### src/rtl/hamming_pkg.sv
// Shared types and constants for the SECDED Hamming(16,11) encoder engine.
package hamming_pkg;

    localparam int unsigned MSG_W = 11;
    localparam int unsigned CW_W  = 16;

    // Codeword bit positions of the parity bits
    localparam int unsigned P0 = 0;
    localparam int unsigned P1 = 1;
    localparam int unsigned P2 = 2;
    localparam int unsigned P4 = 4;
    localparam int unsigned P8 = 8;

    typedef enum logic [2:0] {
        ST_IDLE,
        ST_RD_LO,
        ST_RD_HI,
        ST_WR_LO,
        ST_WR_HI,
        ST_DONE
    } state_e;

endpackage

### src/rtl/hamming_enc11.sv
// Combinational SECDED encoder: 11 data bits d[11:1] -> 16-bit codeword.
module hamming_enc11
    import hamming_pkg::*;
(
    input  logic [MSG_W:1]  d,
    output logic [CW_W-1:0] cw
);

    logic p8;
    logic p4;
    logic p2;
    logic p1;
    logic p0;

    // Parity equations, then data and parity placed at their codeword positions
    always_comb begin
        p8 = ^d[11:5];
        p4 = ^{d[11:8], d[4:2]};
        p2 = d[11] ^ d[10] ^ d[7] ^ d[6] ^ d[4] ^ d[3] ^ d[1];
        p1 = d[11] ^ d[9] ^ d[7] ^ d[5] ^ d[4] ^ d[2] ^ d[1];
        p0 = (^d) ^ p8 ^ p4 ^ p2 ^ p1;

        cw        = '0;
        cw[15:9]  = d[11:5];
        cw[P8]    = p8;
        cw[7:5]   = d[4:2];
        cw[P4]    = p4;
        cw[3]     = d[1];
        cw[P2]    = p2;
        cw[P1]    = p1;
        cw[P0]    = p0;
    end

endmodule

### src/rtl/hamming_enc_engine.sv
// Walks NUM_MSG messages in data memory and writes back their SECDED codewords.
module hamming_enc_engine
    import hamming_pkg::*;
#(
    parameter int unsigned NUM_MSG  = 15,
    parameter int unsigned SRC_BASE = 0,
    parameter int unsigned DST_BASE = 30,
    parameter int unsigned ADDR_W   = 8
) (
    input  logic              clk,
    input  logic              rst_n,
    input  logic              req,
    output logic              done,
    output logic [ADDR_W-1:0] mem_addr,
    output logic              mem_wr_en,
    output logic [7:0]        mem_wr_data,
    input  logic [7:0]        mem_rd_data
);

    localparam int unsigned IDX_W = (NUM_MSG > 1) ? $clog2(NUM_MSG) : 1;
    localparam logic [IDX_W-1:0] LAST_IDX = IDX_W'(NUM_MSG - 1);

    state_e            state;
    state_e            state_nxt;
    logic [IDX_W-1:0]  idx;
    logic [IDX_W-1:0]  idx_nxt;
    logic [7:0]        lo;
    logic [7:0]        lo_nxt;
    logic [2:0]        hi;
    logic [2:0]        hi_nxt;
    logic [CW_W-1:0]   cw;
    logic [ADDR_W-1:0] off;
    logic [ADDR_W-1:0] src_addr;
    logic [ADDR_W-1:0] dst_addr;

    // Byte offset of message idx; all address math wraps at 2^ADDR_W
    assign off      = ADDR_W'({idx, 1'b0});
    assign src_addr = ADDR_W'(SRC_BASE) + off;
    assign dst_addr = ADDR_W'(DST_BASE) + off;

    hamming_enc11 u_enc (
        .d  ({hi, lo}),
        .cw (cw)
    );

    // State, message index and captured message bytes
    always_ff @(posedge clk or negedge rst_n) begin
        if (!rst_n) begin
            state <= ST_IDLE;
            idx   <= '0;
            lo    <= '0;
            hi    <= '0;
        end else begin
            state <= state_nxt;
            idx   <= idx_nxt;
            lo    <= lo_nxt;
            hi    <= hi_nxt;
        end
    end

    // Next-state and memory-port decode; outputs follow state directly
    always_comb begin
        state_nxt   = state;
        idx_nxt     = idx;
        lo_nxt      = lo;
        hi_nxt      = hi;
        done        = 1'b0;
        mem_addr    = '0;
        mem_wr_en   = 1'b0;
        mem_wr_data = '0;

        case (state)
            ST_IDLE: begin
                if (req) begin
                    state_nxt = ST_RD_LO;
                    idx_nxt   = '0;
                end
            end
            ST_RD_LO: begin
                mem_addr  = src_addr;
                lo_nxt    = mem_rd_data;
                state_nxt = ST_RD_HI;
            end
            ST_RD_HI: begin
                mem_addr  = src_addr + ADDR_W'(1);
                hi_nxt    = mem_rd_data[2:0];
                state_nxt = ST_WR_LO;
            end
            ST_WR_LO: begin
                mem_addr    = dst_addr;
                mem_wr_en   = 1'b1;
                mem_wr_data = cw[7:0];
                state_nxt   = ST_WR_HI;
            end
            ST_WR_HI: begin
                mem_addr    = dst_addr + ADDR_W'(1);
                mem_wr_en   = 1'b1;
                mem_wr_data = cw[15:8];
                if (idx == LAST_IDX) begin
                    state_nxt = ST_DONE;
                end else begin
                    idx_nxt   = idx + IDX_W'(1);
                    state_nxt = ST_RD_LO;
                end
            end
            ST_DONE: begin
                done = 1'b1;
                if (req) begin
                    state_nxt = ST_RD_LO;
                    idx_nxt   = '0;
                end
            end
            default: begin
                state_nxt = ST_IDLE;
            end
        endcase
    end

endmodule

### config.mk
export PLATFORM = sky130hd
export DESIGN_NAME = hamming_enc_engine
export DESIGN_NICKNAME = d
export VERILOG_FILES = /design/src/rtl/hamming_pkg.sv /design/src/rtl/hamming_enc11.sv /design/src/rtl/hamming_enc_engine.sv
export SDC_FILE = /design/constraint.sdc
export NUM_CORES = 1
export LEC_CHECK = 0
export ABC_AREA = 1
export BUFFER_PORTS_ARGS = -buffer_cell sky130_fd_sc_hd__buf_2
export CORE_ASPECT_RATIO = 0.5
export CORE_UTILIZATION = 30
export CTS_BUF_LIST = sky130_fd_sc_hd__clkbuf_4 sky130_fd_sc_hd__clkbuf_8
export CTS_CLUSTER_DIAMETER = 150
export DETAILED_ROUTE_END_ITERATION = 12
export PLACE_DENSITY = 0.46
export SLEW_MARGIN = 20
export SYNTH_ARGS = -nofsm -noshare
export SYNTH_HDL_FRONTEND = slang
export SYNTH_HIERARCHICAL = 1
export SYNTH_SLANG_ARGS = --single-unit
### constraint.sdc
create_clock -name clk -period 1.85 [get_ports clk]
set_clock_uncertainty 0.2 [all_clocks]
set_input_delay 0.37 -clock clk [delete_from_list [all_inputs] [get_ports clk]]
set_output_delay 0.37 -clock clk [all_outputs]
set_load 0.02 [all_outputs]
==> qor.txt, run 1 <==
==========================================================================================
Share of Yosys cell area claimed by the top area cell type                           27.5%
Clock Sinks                                                                             18
Clk Tree Root Cell                                                            sky130_fd_sc_hd__clkbuf_8
Cell types with the largest area share after synthesis                        sky130_fd_sc_hd__dfrtp_1, sky130_fd_sc_hd__nand2_1, sky130_fd_sc_hd__buf_4, sky130_fd_sc_hd__inv_1, sky130_fd_sc_hd__nand2_2
Dpl cells                                                                              353
Number of top-level pins                                                                29
Final setup TNS                                                                   -3.22 ns
Post-Route WL                                                                 4010 microns
Clk_lat worst skew                                                                 0.25 ns
WS Path Type                                                                       reg2out
Number of maximum-capacitance violations                                                 0
Data required time at the worst endpoint                                           1.28 ns
Share of final-layout standard cells stronger than drive strength 1                  55.0%
Synth async-reset ratio                                                               100%
Vertical extent of the die                                                    54.3 microns
Proportion of synthesized area in mux cells                                          4.12%
Status                                                                        finished, violations left
Fmax                                                                               427 MHz
Area growth from synthesis to final layout                                           53.8%
Count of antenna diodes in the layout                                                    0
Std cell rows                                                                           18
H-tree depth                                                                             1
Final count of pins violating max slew                                                   0
Min-Delay Path Class                                                                in2reg
CTS tree                                                                               yes
Combinational family with the most area after synthesis                       simple AND/OR/NAND/NOR gates
Routability Congestion                                                               0.755
Remaining global-route overflow                                                          0
Non-filler cells, final                                                                368
Net total in the final layout                                                          313
Initial DRC Count                                                                       45
Endpoint of the most critical register-to-register path                             idx[3]
Min Tclk post-route                                                                2.34 ns
Number of failing setup endpoints in the final timing report                            15
Worst hold path cell count                                                               2
Total die area                                                                0.00578 sq mm
Number of warnings issued by yosys                                                       6
Number of vias after detailed routing                                                1,600
Critical Path Fanout Max                                                                 5
Fraction of the yosys area taken by sequential cells                                 27.5%
Sink of the worst hold path                                                          lo[6]
Smallest setup slack after layout                                                -0.493 ns
First-pass iteration count of the detailed router                                        4
Pre-CTS setup slack                                                              -0.250 ns
Largest area contributor in the netlist                                       sky130_fd_sc_hd__dfrtp_1
Wire length of the first global-routing pass                                  6490 microns
Unrepaired setup endpoints after global routing                                       true
XOR/XNOR Fraction of Synth Area                                                      5.88%
Yosys cell types                                                                        25
Fill cell count                                                                        536
Post-DP HPWL                                                                  2980 microns
Total core area                                                               0.00509 sq mm
Number of buffers inserted by port buffering                                            26
Flop2flop setup slack                                                              0.11 ns
GR Util All Layers                                                                   14.4%
Violations in the final reports                                               setup timing
Final Hold Vio Count                                                                     0
Worst reg2reg path startpoint                                                     state[0]
Average wire per cell in the routed design                                    10.9 microns
Share of synthesized cell area in and, or, nand and nor gates                        34.4%
Signal arrival time at the worst endpoint                                          1.77 ns
Worst reg-to-reg path cell count                                                        10
Horizontal die dimension                                                       107 microns
Leading cell types by count after synthesis                                   sky130_fd_sc_hd__nand2_1, sky130_fd_sc_hd__inv_1, sky130_fd_sc_hd__buf_4, sky130_fd_sc_hd__dfrtp_1, sky130_fd_sc_hd__nand2_2
Mapped Cells                                                                           243
Number of synthesized flops with an enable pin                                           0
Element type at the critical path start                                          flip-flop
Synthesized flop and latch total                                                        18
Fraction of the mapped netlist area in compound gates                                7.48%
Number of antenna violations at the first check in global routing                        0
Critical Path End Type                                                         output port
Hold Path Origin                                                              mem_rd_data[6]
Leading register cell type out of synthesis                                   sky130_fd_sc_hd__dfrtp_1
Share of synthesized cell area in full adder, half adder and majority cells          2.29%
Average size of a mapped cell                                                   6.75 sq um
Initial core utilization                                                             32.2%
Count of antenna-violating nets left after detailed routing                              0
TritonCTS buffer count                                                                   3
Clk slew on worst S/H paths                                                        0.07 ns
Clock Tree Buf Depth                                                                     2
Period utilization                                                                    127%
Most frequent cell after synthesis                                            sky130_fd_sc_hd__nand2_1
Total standard cell area after synthesis                                      0.00164 sq mm
Ratio of routed vias to standard cells                                                4.35
Vias in the first global route                                                       1,465
Pin count of the biggest net entering global routing                                    19
DRC violations left                                                                      0
==========================================================================================
[cell type report]
class | count | area (sq um) | area share, %
multi-input cells | 167 | 1160 | 46.2
repair buffers | 70 | 589 | 23.4
flip-flops and latches | 18 | 458 | 18.2
inverters | 39 | 166 | 6.60
well taps | 70 | 87.6 | 3.47
clock buffers | 4 | 55.1 | 2.18
[metrics by stage]
stage | hold WS, ns | util [%] | instance area [sq um]
global placement | 0.136 | 40.2 | 2050
CTS | 0.140 | 46.0 | 2340
floorplan | -0.126 | - | 1730
detailed placement | 0.141 | 40.2 | 2050
finish | 0.146 | 49.5 | 2520
global route | 0.139 | 49.5 | 2520
[per-layer routing]
layer | GRT usage [%] | vias to the layer above | wire length [microns]
li1 | - | 843 | -
met1 | 18.5 | 737 | 1890
met2 | 27.3 | 18 | 2020
met3 | 1.43 | 2 | 84
met4 | 2.74 | 0 | 17
met5 | 0 | - | 0
[flip-flops by register name, indices dropped and copies added, names as in the netlist]
signal,count
lo,8
state,3
hi,3
idx,4
[worst max-delay path: stages (launching register included)]
cell and delay, ns:
sky130_fd_sc_hd__dfrtp_2 0.48, sky130_fd_sc_hd__inv_4 0.07, sky130_fd_sc_hd__nand2_4 0.08, sky130_fd_sc_hd__nand2_2 0.05
sky130_fd_sc_hd__nand2_1 0.08, sky130_fd_sc_hd__nand2_2 0.07, sky130_fd_sc_hd__nand2_1 0.08, sky130_fd_sc_hd__nand2_2 0.05
sky130_fd_sc_hd__nand2_2 0.07, sky130_fd_sc_hd__nand2_1 0.05, sky130_fd_sc_hd__nand2_1 0.05, sky130_fd_sc_hd__nand2_1 0.05
sky130_fd_sc_hd__inv_1 0.06, sky130_fd_sc_hd__inv_2 0.04, sky130_fd_sc_hd__o21ai_4 0.11, sky130_fd_sc_hd__buf_6 0.13
[worst max-delay path by stage]
stage | start | to | slack [ns] | cells after the start
2_1_floorplan | lo[3] | mem_wr_data[0] | -0.09 | 15
3_3_place_gp | hi[2] | mem_wr_data[0] | -0.22 | 15
3_5_place_dp | lo[3] | mem_wr_data[0] | -0.25 | 15
4_1_cts | hi[2] | mem_wr_data[0] | -0.46 | 14
5_1_grt | hi[2] | mem_wr_data[0] | -0.63 | 15
6_report | hi[2] | mem_wr_data[0] | -0.49 | 15
[kinds of logic after synthesis]
logic type,Yosys count
buffers and inverters,59
xor gates and xnor gates,11
muxes,5
AOI/OAI and AO/OA,23
and+or+nand+nor,123
other,1
DFF,18
adders and majority gates,3
[layout by cell type, fill, tap and decap left out, types with 6 or more instances in the layout]
| cell | n |
|---|---|
| sky130_fd_sc_hd__dfrtp_1 | 12 |
| sky130_fd_sc_hd__buf_4 | 37 |
| sky130_fd_sc_hd__nand2_1 | 51 |
| sky130_fd_sc_hd__nand3_2 | 6 |
| sky130_fd_sc_hd__dfrtp_2 | 6 |
| sky130_fd_sc_hd__buf_2 | 10 |
| sky130_fd_sc_hd__nand2_2 | 36 |
| sky130_fd_sc_hd__nand2_4 | 7 |
| sky130_fd_sc_hd__inv_1 | 27 |
| sky130_fd_sc_hd__xor2_1 | 6 |
| sky130_fd_sc_hd__inv_2 | 6 |
| sky130_fd_sc_hd__buf_6 | 21 |
| sky130_fd_sc_hd__nand3_1 | 11 |
| sky130_fd_sc_hd__o21ai_0 | 8 |
[repair_timing]
action,4_1_cts,5_1_grt
buffers inserted,8,2
endpoints found under the hold margin,18,0
gates resized for setup,58,48
hold buffers,1,0
pin swaps,12,10
setup endpoints to repair,14,16
Power of run 1 is not shown: default switching activity piles up to over one toggle a cycle in this logic, so the estimate is an artifact.
==> inputs of run 2 (changes only) <==
PLACE_DENSITY = 0.44   (was 0.46)
clock period = 3 ns   (was 1.85 ns; I/O delays follow)
==> run 2 against run 1 <==
  * The run now ends clean
  * Global-route usage is 1.2 points lower
  * Core utilization is 15 points lower
  * First-iteration DRC count is 44% higher
  * Via count is 13% lower
  * Highest routed layer unchanged
  * Routed wire length is 14% lower
  * Final area is 30% lower
  * Critical path type unchanged
  * Flip-flop and latch count stayed put
  * Clock-buffer cell count stayed put
  * Non-clock buffer count is 44 lower
==> qor.txt, run 2 (synthesized netlist as in run 1, its figures left out) <==
==================================================================================
Status                                                                   completed
Most common cell after layout, fill and taps aside                    sky130_fd_sc_hd__nand2_1
GR Util All Layers                                                           13.2%   -1.2 points
CTS tree                                                                       yes
WS Path Type                                                               reg2out
Ratio of routed vias to standard cells                                        4.29   -1.3%
Min Tclk post-route                                                        2.65 ns
Number of failing setup endpoints in the final timing report                     0   -15
Final Hold Vio Count                                                             0   unchanged
Critical Path Fanout Max                                                         8   +3
Critical Path End Type                                                 output port
Pin count of the biggest net entering global routing                            19   unchanged
Leading registers by flop count                                       lo: 8 flops, idx: 4 flops
Final count of pins violating max slew                                           0   unchanged
Worst setup startpoint                                                       lo[2]
Std cell rows                                                                   18   unchanged
Pre-CTS setup slack                                                       0.613 ns   +0.863 ns
Data required time at the worst endpoint                                   2.20 ns   +0.92 ns
Post-DP HPWL                                                          2670 microns   -11%
Vias in the first global route                                               1,143   -22%
Net total in the final layout                                                  269   -14%
First-pass iteration count of the detailed router                                4   unchanged
Clk_lat worst skew                                                         0.25 ns   about the same
Post-Route WL                                                         3430 microns   -14%
Commonest non-fill, non-tap cells in the layout                       sky130_fd_sc_hd__nand2_1, sky130_fd_sc_hd__inv_1, sky130_fd_sc_hd__buf_2
Vertical extent of the die                                            54.3 microns   unchanged
Total core area                                                       0.00509 sq mm   unchanged
Clock Tree Buf Depth                                                             2   unchanged
Signal arrival time at the worst endpoint                                  1.85 ns   +0.08 ns
Fill cell count                                                                586   +9.3%
Area used by multi-input combinational logic                             895 sq um   -23%
Share of final-layout standard cells stronger than drive strength 1          25.2%   -30 points
Area of all sequential standard cells                                    450 sq um   -1.6%
Core utilization of the finished layout                                      34.7%   -15 points
Number of vias after detailed routing                                        1,390   -13%
Unrepaired setup endpoints after global routing                              false
Period utilization                                                           88.2%
Routability Congestion                                                       0.768   +1.7%
Initial core utilization                                                     32.2%   unchanged
Remaining global-route overflow                                                  0   unchanged
Average wire per cell in the routed design                            10.6 microns   -2.7%
Buffers inserted during post-CTS setup optimization                              0   -8
Count of antenna-violating nets left after detailed routing                      0   unchanged
Worst reg2reg path startpoint                                               idx[0]
Clk Tree Root Cell                                                    sky130_fd_sc_hd__clkbuf_8
Largest register FFs                                                             8   unchanged
Min-Delay Path Class                                                      in2async
Area growth from synthesis to final layout                                   7.63%
Cells resized by post-CTS repair                                                 0   -100%
TritonCTS buffer count                                                           3   unchanged
H-tree depth                                                                     1   unchanged
Element type at the critical path start                                  flip-flop
Final setup TNS                                                               0 ns   +3.22 ns
Initial DRC Count                                                               65   +44%
Fmax                                                                       378 MHz
Number of top-level pins                                                        29   unchanged
Horizontal die dimension                                               107 microns   unchanged
Clk slew on worst S/H paths                                                0.07 ns   about the same
Clock Sinks                                                                     18   unchanged
Total die area                                                        0.00578 sq mm   unchanged
Number of buffers inserted by port buffering                                    26   unchanged
Number of maximum-capacitance violations                                         0   unchanged
Register bank with the most flops                                               lo
Wire length of the first global-routing pass                          5710 microns   -12%
Number of buffers inserted by hold repair at cts                                 0   -1
Count of antenna diodes in the layout                                            0   unchanged
Smallest setup slack after layout                                         0.353 ns   +0.846 ns
Number of antenna violations at the first check in global routing                0   unchanged
DRC violations left                                                              0   unchanged
==================================================================================
run 2: changes by cell type in the layout (fill, tap and decap cells not counted), sizes merged:
cell and change:
buf -43, dlygate4sd3 -1
run 2: worst max-delay path, cell delays in order, from the launching register on:
cell,delay (ns)
sky130_fd_sc_hd__dfrtp_1,0.49
sky130_fd_sc_hd__inv_2,0.10
sky130_fd_sc_hd__nand2_1,0.07
sky130_fd_sc_hd__nand2_1,0.06
sky130_fd_sc_hd__nand2_2,0.09
sky130_fd_sc_hd__nand2_2,0.06
sky130_fd_sc_hd__nand2_1,0.05
sky130_fd_sc_hd__nand2_1,0.07
sky130_fd_sc_hd__nand2_2,0.07
sky130_fd_sc_hd__nand2_1,0.05
sky130_fd_sc_hd__nand2_1,0.05
sky130_fd_sc_hd__nand2_1,0.05
sky130_fd_sc_hd__inv_1,0.04
sky130_fd_sc_hd__inv_1,0.03
sky130_fd_sc_hd__o21ai_0,0.13
sky130_fd_sc_hd__buf_2,0.18
run 2: metrics by stage:
stage	hold slack (ns)	instance area, sq um	instances
after detailed placement	0.335	1710	320
after global placement	0.330	1710	320
after CTS	0.0875	1760	324
after floorplan	0.104	1640	244
after global routing	0.0939	1760	324
final	0.0722	1760	324
run 2: per-layer routing:
metal	track usage, %	vias up	part of all wire [%]	wire length (microns)
met1	18.9	612	56	1910
met4	3.42	0	0.79	27
met2	20.5	25	40	1360
li1	-	751	-	-
met3	2.50	2	3.9	133
met5	0	-	0	0
run 2: final timing paths:
| path | end | slack [ns] | cells after the start |
|---|---|---|---|
| max | mem_wr_data[0] | 0.35 | 15 |
| min | lo[2] | 0.07 | 1 |
| max reg2reg | idx[3] | 1.28 | 8 |
| min reg2reg | lo[0] | 0.36 | 2 |
| max in group asynchronous | idx[3] | 2.23 | 1 |
| min in group clk | lo[0] | 0.36 | 2 |
run 2: final cells by class:
class,count,area share [%]
Inverter,39,8.30
Tap cell,70,4.96
Clock buffer,4,3.12
Timing Repair Buffer,26,7.38
Multi-Input combinational cell,167,50.7
Sequential cell,18,25.5
Power of run 2 is left out for the same reason.
==> inputs of run 3 (changes only) <==
CAP_MARGIN = 20   (was default)
PLACE_DENSITY = default   (was 0.44)
SKIP_LAST_GASP = 1   (was default)
==> run 3 against run 2 <==
  * Die area unchanged
  * Register-to-register slack improved by 0.05 ns
  * Hold slack better by 0.0059 ns
  * Core utilization unchanged
  * Non-clock buffer count did not move
  * Global-route usage fell by 1.2 points
==> qor.txt, run 3 (synthesized netlist as in run 1, its figures left out) <==
==================================================================================
Status                                                                   completed
Met1 track demand over resource in global routing                            15.7%   -3.2 points
Clk_lat worst skew                                                         0.25 ns   about the same
Global Route met2 Usage                                                      21.5%   +1.1 points
Vertical extent of the die                                            54.3 microns   unchanged
Horizontal die dimension                                               107 microns   unchanged
First-pass iteration count of the detailed router                                4   unchanged
Share of final-layout standard cells stronger than drive strength 1          25.2%   unchanged
Critical Path Fanout Max                                                         7   -1
CTS tree                                                                       yes
Cells resized by post-CTS repair                                                 0   unchanged
Std cell rows                                                                   18   unchanged
Number of failing setup endpoints in the final timing report                     0   unchanged
Signal arrival time at the worst endpoint                                  1.85 ns   about the same
Number of antenna violations at the first check in global routing                0   unchanged
Sum of buffers and inverters on the critical path                                4   unchanged
Pin count of the biggest net entering global routing                            19   unchanged
Worst reg2reg path startpoint                                               idx[0]
Final Hold Vio Count                                                             0   unchanged
Post-Route WL                                                         3330 microns   -2.9%
Worst reg-to-reg path cell count                                                 8   unchanged
Final count of pins violating max slew                                           0   unchanged
Stages on worst setup path                                                      15   unchanged
DRC violations left                                                              0   unchanged
Buffers inserted during post-CTS setup optimization                              0   unchanged
Flop2flop setup slack                                                      1.33 ns   +0.05 ns
Delay of the slowest cell on the worst path                                0.49 ns   about the same
Ratio of routed vias to standard cells                                        4.35   +1.5%
Unrepaired setup endpoints after global routing                              false
Initial DRC Count                                                               75   +15%
Element type at the critical path start                                  flip-flop
Register bank with the most flops                                               lo
Number of vias after detailed routing                                        1,411   +1.5%
Period utilization                                                           88.5%   +0.24 points
GR Util All Layers                                                           11.9%   -1.2 points
TritonCTS buffer count                                                           3   unchanged
Number of buffers inserted by port buffering                                    26   unchanged
Critical path's most frequent cell                                    sky130_fd_sc_hd__nand2_2
Clk Tree Root Cell                                                    sky130_fd_sc_hd__clkbuf_8
Area of all sequential standard cells                                    450 sq um   unchanged
Final setup TNS                                                               0 ns   unchanged
Area used by multi-input combinational logic                             895 sq um   unchanged
Layer with the highest usage after global routing                             met2
Clk slew on worst S/H paths                                                0.07 ns   about the same
Most common cell after layout, fill and taps aside                    sky130_fd_sc_hd__nand2_1
Commonest non-fill, non-tap cells in the layout                       sky130_fd_sc_hd__nand2_1, sky130_fd_sc_hd__inv_1, sky130_fd_sc_hd__buf_2
Area growth from synthesis to final layout                                   7.63%   unchanged
Leading registers by flop count                                       lo: 8 flops, idx: 4 flops
Vias in the first global route                                               1,214   +6.2%
Number of top-level pins                                                        29   unchanged
Endpoint of the most critical register-to-register path                     idx[3]
Remaining global-route overflow                                                  0   unchanged
Wire length of the first global-routing pass                          5460 microns   -4.5%
Post-DP HPWL                                                          2610 microns   -2.0%
Net total in the final layout                                                  269   unchanged
Min-Delay Path Class                                                      in2async
Top delay family on crit path                                         simple AND/OR/NAND/NOR gates
Critical Path End Type                                                 output port
Min Tclk post-route                                                        2.65 ns   +0.00709 ns
Largest register FFs                                                             8   unchanged
Data required time at the worst endpoint                                   2.20 ns   about the same
H-tree depth                                                                     1   unchanged
Count of antenna-violating nets left after detailed routing                      0   unchanged
Clock Tree Buf Depth                                                             2   unchanged
Count of antenna diodes in the layout                                            0   unchanged
Routability Congestion                                                       0.843   +9.8%
Total die area                                                        0.00578 sq mm   unchanged
Number of maximum-capacitance violations                                         0   unchanged
Clock Sinks                                                                     18   unchanged
Fill cell count                                                                570   -2.7%
Average wire per cell in the routed design                            10.3 microns   -2.9%
Fmax                                                                       377 MHz   -0.27%
Initial core utilization                                                     32.2%   unchanged
Global-route met3 utilization                                                2.14%   -0.36 points
Total core area                                                       0.00509 sq mm   unchanged
Worst hold slack                                                         0.0781 ns   +0.00592 ns
Number of buffers inserted by hold repair at cts                                 0   unchanged
Max stage delay cell, worst path                                      sky130_fd_sc_hd__dfrtp_1
WS Path Type                                                               reg2out
Series of cell instances along the critical path                      inv_2 > nand2_1 > nand2_2 > nand2_2 > nand2_2 > nand2_2 > nand2_2 > nand2_2 > nand2_1 > nand2_1 > nand2_1 > inv_1 > inv_1 > o21ai_0 > buf_2
==================================================================================
-- run 3: cell counts in the layout (fill, tap and decap cells not counted) --
No cell type changed its count.
-- run 3: how the worst max path moves through the flow --
stage / from / end / slack [ns]
global placement: hi[2] / mem_wr_data[0] / 0.65
finish: lo[3] / mem_wr_data[0] / 0.35
global route: lo[5] / mem_wr_data[0] / 0.19
CTS: lo[3] / mem_wr_data[0] / 0.33
floorplan: hi[2] / mem_wr_data[0] / 0.51
detailed placement: lo[3] / mem_wr_data[0] / 0.62
-- run 3: layer usage --
metal	vias to the layer above	part of all wire, %
met1	647	51
met2	13	47
met4	0	0.30
li1	749	-
met3	2	1.7
met5	-	0
-- run 3: through the flow --
| step | setup WS [ns] | instances | util, % | cell area (sq um) |
|---|---|---|---|---|
| global route | 0.189 | 324 | 34.7 | 1760 |
| CTS | 0.332 | 324 | 34.7 | 1760 |
| detailed placement | 0.617 | 320 | 33.6 | 1710 |
| finish | 0.345 | 324 | 34.7 | 1760 |
| floorplan | 0.505 | 244 | - | 1640 |
| global placement | 0.652 | 320 | 33.6 | 1710 |
-- run 3: layout make-up --
class | instances | area share [%]
Tap cell | 70 | 4.96
Multi-Input combinational cell | 167 | 50.7
Timing Repair Buffer | 26 | 7.38
Inverter | 39 | 8.30
Sequential cell | 18 | 25.5
Clock buffer | 4 | 3.12
-- run 3: worst register-to-register path, stage by stage (launching register included) --
cell and delay, ns:
sky130_fd_sc_hd__dfrtp_1 0.50, sky130_fd_sc_hd__inv_1 0.13, sky130_fd_sc_hd__ha_1 0.21, sky130_fd_sc_hd__nand3_1 0.09, sky130_fd_sc_hd__nor2_1 0.08, sky130_fd_sc_hd__nor2_4 0.14, sky130_fd_sc_hd__nand2_2 0.10, sky130_fd_sc_hd__nand2_1 0.07
sky130_fd_sc_hd__nand2_1 0.05
Power of run 3 is left out for the same reason.
